--- src/rtl/program_loader.sv ---
// Program-memory writer: packs byte pairs (low byte first) into instructions
// and holds the CPU in reset until a halt word is stored or memory fills.
module program_loader #(
    parameter int              B       = 16,
    parameter int              W       = 11,
    parameter int              OPW     = 5,
    parameter logic [OPW-1:0]  HALT_OP = '0
) (
    input  logic         clk,
    input  logic         reset,
    input  logic         i_start,
    input  logic [7:0]   i_rx_data,
    input  logic         i_rx_valid,
    output logic         o_we,
    output logic [W-1:0] o_addr,
    output logic [B-1:0] o_data,
    output logic         o_cpu_reset,
    output logic         o_busy,
    output logic         o_done,
    output logic         o_full,
    output logic [W:0]   o_count
);

    typedef enum logic [2:0] {IDLE, WAIT_LO, WAIT_HI, WRITE, DONE} state_t;

    state_t         state, state_n;
    logic [7:0]     lo, lo_n;
    logic [W-1:0]   addr_n;
    logic [B-1:0]   data_n;
    logic [W:0]     count_n;
    logic           done_n, full_n, we_n, busy_n, cpu_reset_n;

    always_ff @(posedge clk or negedge reset) begin
        if (!reset) begin
            state       <= IDLE;
            lo          <= '0;
            o_we        <= 1'b0;
            o_addr      <= '0;
            o_data      <= '0;
            o_count     <= '0;
            o_done      <= 1'b0;
            o_full      <= 1'b0;
            o_busy      <= 1'b0;
            o_cpu_reset <= 1'b1;
        end else begin
            state       <= state_n;
            lo          <= lo_n;
            o_we        <= we_n;
            o_addr      <= addr_n;
            o_data      <= data_n;
            o_count     <= count_n;
            o_done      <= done_n;
            o_full      <= full_n;
            o_busy      <= busy_n;
            o_cpu_reset <= cpu_reset_n;
        end
    end

    always_comb begin
        state_n = state;
        lo_n    = lo;
        addr_n  = o_addr;
        data_n  = o_data;
        count_n = o_count;
        done_n  = o_done;
        full_n  = o_full;
        we_n    = 1'b0;
        case (state)
            IDLE, DONE: begin
                if (i_start) begin
                    addr_n  = '0;
                    count_n = '0;
                    done_n  = 1'b0;
                    full_n  = 1'b0;
                    state_n = WAIT_LO;
                end
            end
            WAIT_LO: begin
                if (i_rx_valid) begin
                    lo_n    = i_rx_data;
                    state_n = WAIT_HI;
                end
            end
            WAIT_HI: begin
                // o_data is only loaded here so it stays stable outside WRITE
                if (i_rx_valid) begin
                    data_n  = {i_rx_data, lo};
                    we_n    = 1'b1;
                    state_n = WRITE;
                end
            end
            WRITE: begin
                count_n = o_count + 1'b1;
                if (o_data[B-1 -: OPW] == HALT_OP) begin
                    done_n  = 1'b1;
                    state_n = DONE;
                end else if (o_addr == '1) begin
                    full_n  = 1'b1;
                    done_n  = 1'b1;
                    state_n = DONE;
                end else begin
                    addr_n = o_addr + 1'b1;
                    // a byte arriving during the write is the next low byte
                    if (i_rx_valid) begin
                        lo_n    = i_rx_data;
                        state_n = WAIT_HI;
                    end else begin
                        state_n = WAIT_LO;
                    end
                end
            end
            default: state_n = IDLE;
        endcase
        busy_n      = (state_n == WAIT_LO) || (state_n == WAIT_HI) || (state_n == WRITE);
        cpu_reset_n = (state_n != DONE);
    end

endmodule

--- config.mk ---
export PLATFORM = sky130hd
export DESIGN_NAME = program_loader
export DESIGN_NICKNAME = d
export VERILOG_FILES = /design/src/rtl/program_loader.sv
export SDC_FILE = /design/constraint.sdc
export NUM_CORES = 1
export LEC_CHECK = 0
export CORE_MARGIN = 2
export CORE_UTILIZATION = 53
export CTS_CLUSTER_DIAMETER = 40
export DETAILED_ROUTE_END_ITERATION = 10
export GPL_TIMING_DRIVEN = 0
export PLACE_DENSITY_LB_ADDON = 0.08
export SLEW_MARGIN = 20
export SYNTH_ARGS = -nofsm -noshare
export SYNTH_HDL_FRONTEND = slang
export SYNTH_SLANG_ARGS = --single-unit
export TNS_END_PERCENT = 100
--- constraint.sdc ---
create_clock -name clk -period 6.31 [get_ports clk]
set_input_delay 0.9465 -clock clk [delete_from_list [all_inputs] [get_ports clk]]
set_output_delay 0.9465 -clock clk [all_outputs]
set_load 0.02 [all_outputs]
-- After elaboration in Yosys (flattened, before gate mapping)
Index checks and enable logic that the tools add are counted.
- $add $sub $neg: 2
- equality and inequality tests: 14
- mux-type cells: 25
- reductions and logical operators: 13
- operator list (operator ; number):
    two-way mux 11 bit ; 3
    two-way mux 8 bit ; 3
    case mux 12 bit (2 select lines) ; 1
    case mux 11 bit (2 select lines) ; 1
    case mux 8 bit (2 select lines) ; 1
    two-way mux 3 bit ; 5
    adder 12 x 1 -> 12 bit (second input constant) ; 1
    equality test 3 x 2 -> 1 bit (second input constant) ; 4
    two-way mux 12 bit ; 1
    case mux 3 bit (4 select lines) ; 1
    adder 11 x 1 -> 11 bit (second input constant) ; 1
    equality test 11 bit (second input constant) ; 1
    inequality test 2 bit (second input constant) ; 4
    AND reduction 4 bit ; 2
    equality test 3 x 1 -> 1 bit (second input constant) ; 2
    two-way mux 1 bit ; 6
    inequality test 3 bit (second input constant) ; 2
    AND reduction 3 bit ; 2
    zero test 5 bit ; 1
    case mux 1 bit (2 select lines) ; 2
    AND reduction 2 bit ; 2
    nonzero test 2 bit ; 2
    equality test 3 bit (second input constant) ; 1
    zero test 3 bit ; 1
    other kinds (3) ; 4
- register bits after elaboration: 55
- input bits: 12
- output and inout port bits: 44
- word-level logic and storage cells: 64

-- Longest topological paths before layout
- depth in word-level cells: 7
- depth in mapped cells: 7
- mapped depth without buffers: 6

-- Worst setup path before layout
Ideal clock, no wire load.
- path type: register to register
- start: reg o_addr[0]
- end: reg lo[0]
- arrival: 1.991 ns
- data required time: 6.185 ns
- slack: 4.194 ns
- stages on the path, launching flop included: 7
- buffers on the path: 0
- clock period less this slack: 2.116 ns
- cells stage by stage: dfrtp_1 > ha_1 > nand3_1 > nor3_2 > nor2_4 > o211ai_4 > mux2_2
- longest elaborated chain between the ends: 3
- RTL lines (element ; RTL line ; text):
    start, declared ; 15 ; output logic [W-1:0] o_addr,
    start signal, assigned ; 49 ; o_addr <= addr_n;
    equality test 11 bit ; 97 ; end else if (o_addr == '1) begin
    inequality test 2 bit (no source line) ; -- ;
    AND reduction 3 bit (no source line) ; -- ;
    end signal, assigned ; 47 ; lo <= lo_n;
    end, declared ; 27 ; logic [7:0] lo, lo_n;
No other way between the ends.
A chain may end at the register's enable or synchronous reset.

-- Worst setup path after layout
- start: in i_rx_valid
- end: reg o_data[7]
- longest elaborated chain between the ends: 1
- RTL lines (element ; RTL line ; text):
    start, declared ; 13 ; input logic i_rx_valid,
    AND reduction 2 bit (no source line) ; -- ;
    end signal, assigned ; 50 ; o_data <= data_n;
    end, declared ; 16 ; output logic [B-1:0] o_data,
No other way between the ends.

==> results.json <==
{
  "netlist_instances": 200,
  "max_freq_mhz": 371,
  "reg2reg_to": "lo[5]$_DFFE_PN0P_",
  "post_cts_hold_buffer_count": 0,
  "setup-violations-final": 0,
  "maxSlewViolCount": 0,
  "synthTopCellsByCount": "54 x sky130_fd_sc_hd__dfrtp_1, 23 x sky130_fd_sc_hd__nand2_1, 22 x sky130_fd_sc_hd__mux2_2",
  "postRouteAntennaNets": 0,
  "detailedPlacementHpwl_um": 3060,
  "grt_pass1_vias": 1566,
  "cts-resized-gates": 0,
  "place.detailed.instances": 307,
  "filler_cell_count": 308,
  "ys_warnings": 0,
  "worstReg2RegStart": "o_addr[0]$_DFFE_PN0P_",
  "first_pass_grt_wire_length_um": 7440,
  "reg2reg_depth": 6,
  "io_pins": 56,
  "leak_pwr_uw": 0.00132,
  "yosysUniqueCellTypes": 37,
  "drt_initial_violations": 119,
  "async_reset_ff_share_pct": 100,
  "timing.clock.skew_ns": 0.00777,
  "antenna_cells_inserted": 0,
  "starting_density_pct": 54.8,
  "nNetsFinal": 276,
  "syn-cell-area_mm2": 0.00239,
  "register_to_register_setup_slack_ns": 3.97,
  "gp_congestion": 0.789,
  "dr_drc_count": 0,
  "cts_tree": "yes",
  "num_rows": 24,
  "critical_path_required_ns": 6.50,
  "clk-insertion-delay-late_ns": 0.30,
  "launching_instance_or_port_of_the_critical_path": "i_rx_valid",
  "die_h_um": 71.1,
  "die_x_um": 71.1,
  "syn_area_per_cell_um2": 11.9,
  "yosys.area.top_type_share_pct": 56.6,
  "worst_hold_path.endpoint": "o_count[11]$_DFFE_PN0P_",
  "path_class": "primary input to register",
  "clock_slew_at_reported_path_ffs_ns": 0.09,
  "per_cell_routed_wire_length_um": 14.0,
  "setup_repair_after_global_routing_missed_its_margin": "false",
  "cts_buffer_depth": 2,
  "sort_of_element_at_the_start_of_the_critical_path": "primary input",
  "ys_ff_latch": 55,
  "final_cycle_utilization_of_the_critical_path_pct": 42.8,
  "min_path_type": "register to register",
  "synth_enable_flop_cells": 0,
  "wl_um": 4400,
  "cts.root.buffer_cell": "sky130_fd_sc_hd__clkbuf_8",
  "cts_htree_levels": 2,
  "worst_slew_margin_rel_pct": 40.8,
  "worst_pin_slew_ns": 0.887,
  "worst_hold_path.num_cells": 1,
  "drive_gt1_share_pct": 15.2,
  "viasPerCell": 5.43,
  "worst_hold_startpoint": "o_count[11]$_DFFE_PN0P_",
  "post_cts_setup_buffer_count": 0,
  "grt_util_all_layers_pct": 18.8,
  "num_vias": 1712,
  "design.core.area_mm2": 0.00435,
  "report.final.hold_viol_count": 0,
  "crit_fanout": 10,
  "finalSetupTns_ns": 0,
  "vdd.ir_drop.worst_uv": 308,
  "drt_first_pass_iters": 4,
  "numClockSinks": 55,
  "yosysSeqAreaShare_pct": 57.7,
  "critical_path.endpoint_type": "register",
  "final_cell_count_no_fill": 315,
  "syn2layout_area_growth_pct": 30.1,
  "antenna_found_initial": 0,
  "synth_area_leaders": "sky130_fd_sc_hd__dfrtp_1 57%, sky130_fd_sc_hd__mux2_2 10%, sky130_fd_sc_hd__nand2_1 3.6%",
  "grt_max_degree": 56,
  "placement.io_buffers": 55,
  "power-per-cell-area_mw_per_mm2": 400,
  "tritoncts.num_buffers": 5,
  "synthDominantAreaCellType": "sky130_fd_sc_hd__dfrtp_1",
  "postSynthNetCount": 214,
  "die_area_mm2": 0.00506,
  "timing.critical_path.arrival_ns": 2.89,
  "final_period_minus_worst_setup_slack_ns": 2.70,
  "grt.overflow.total": 0,
  "synthMostInstantiatedCell": "sky130_fd_sc_hd__dfrtp_1",
  "drv.max_cap_violation_count": 0,
  "outcome": "finished, final reports clean",
  "synth-main-ff-cell": "sky130_fd_sc_hd__dfrtp_1"
}
critical path: stages:
cell	delay [ns]
sky130_fd_sc_hd__clkdlybuf4s50_1	0.60
sky130_fd_sc_hd__nor3b_2	0.60
sky130_fd_sc_hd__buf_2	0.37
sky130_fd_sc_hd__mux2_2	0.36
how the worst max path moves through the flow:
stage,cells after the start,endpoint
3_5_place_dp,4,o_data[11]$_DFFE_PN0P_
4_1_cts,4,o_data[7]$_DFFE_PN0P_
6_report,4,o_data[7]$_DFFE_PN0P_
2_1_floorplan,6,lo[0]$_DFFE_PN0P_
3_3_place_gp,1,o_data[9]$_DFFE_PN0P_
5_1_grt,4,o_data[11]$_DFFE_PN0P_
report_power, final:
part / internal (uW) / total (uW) / switching (uW)
Clock: 119 / 225 / 106
Sequential: 457 / 524 / 67.2
Combinational: 246 / 493 / 247
state kept, by name, summed over array words and instances (netlist names):
signal and flops:
o_count 12, o_data 16, o_we 1, o_cpu_reset 1, o_full 1, o_done 1, state 3, lo 8
o_busy 1, o_addr 11
logic make-up (layout without fill, tap and decap cells):
logic type / Yosys count / after routing / synth area share [%]
xor+xnor: 6 / 6 / 2.20
buf+inv: 10 / 73 / 1.68
mux: 31 / 31 / 14.3
simple gates: 73 / 73 / 16.0
flops: 55 / 55 / 57.7
compound gates: 23 / 23 / 7.13
fa+ha+maj: 2 / 2 / 1.05
cell type report:
cell class | count | area, um2 | share of cell area (%)
buffer | 6 | 25.0 | 0.805
inverter | 4 | 15.0 | 0.483
clock buffer | 7 | 76.3 | 2.46
timing repair buffer | 55 | 548 | 17.6
tap | 52 | 65.1 | 2.09
multi-input combinational | 135 | 970 | 31.2
sequential | 55 | 1380 | 44.3
clock inverter | 1 | 30.0 | 0.967
stage by stage:
step	power, uW	instance area [um2]	hold WS (ns)	setup WS (ns)	util, %
detailed placement	1030	3000	0.475	3.23	68.9
global route	1320	3110	0.520	3.49	71.4
floorplan	819	2390	0.459	4.19	-
global placement	1020	3000	0.461	2.63	69.0
finish	1240	3110	0.478	3.61	71.4
CTS	1260	3110	0.488	3.59	71.4
routing by layer:
metal	share of wire, %	global-route usage [%]
met1	47	27.3
met2	45	27.8
met3	6.8	6.13
met4	1.1	4.40
met5	0	0
layout by cell type, fill, tap and decap left out, types with 2 or more instances in the layout:
master / instances
sky130_fd_sc_hd__clkbuf_8: 5
sky130_fd_sc_hd__and3_1: 3
sky130_fd_sc_hd__nor2b_1: 2
sky130_fd_sc_hd__ha_1: 2
sky130_fd_sc_hd__nor4b_1: 2
sky130_fd_sc_hd__inv_1: 4
sky130_fd_sc_hd__buf_2: 2
sky130_fd_sc_hd__o31ai_1: 2
sky130_fd_sc_hd__dfrtp_1: 54
sky130_fd_sc_hd__nor2_1: 13
sky130_fd_sc_hd__mux2_2: 22
sky130_fd_sc_hd__clkbuf_1: 6
sky130_fd_sc_hd__nand2_1: 23
sky130_fd_sc_hd__nand3_1: 11
sky130_fd_sc_hd__o21ai_0: 12
sky130_fd_sc_hd__o211ai_1: 2
sky130_fd_sc_hd__clkdlybuf4s50_1: 54
sky130_fd_sc_hd__nor3_1: 3
sky130_fd_sc_hd__xnor2_1: 6
sky130_fd_sc_hd__nand4_1: 4
sky130_fd_sc_hd__mux2_1: 2
sky130_fd_sc_hd__mux2i_1: 7
sky130_fd_sc_hd__nor4_1: 3
sky130_fd_sc_hd__a22o_1: 2
Power figures use the tool's default switching activity.
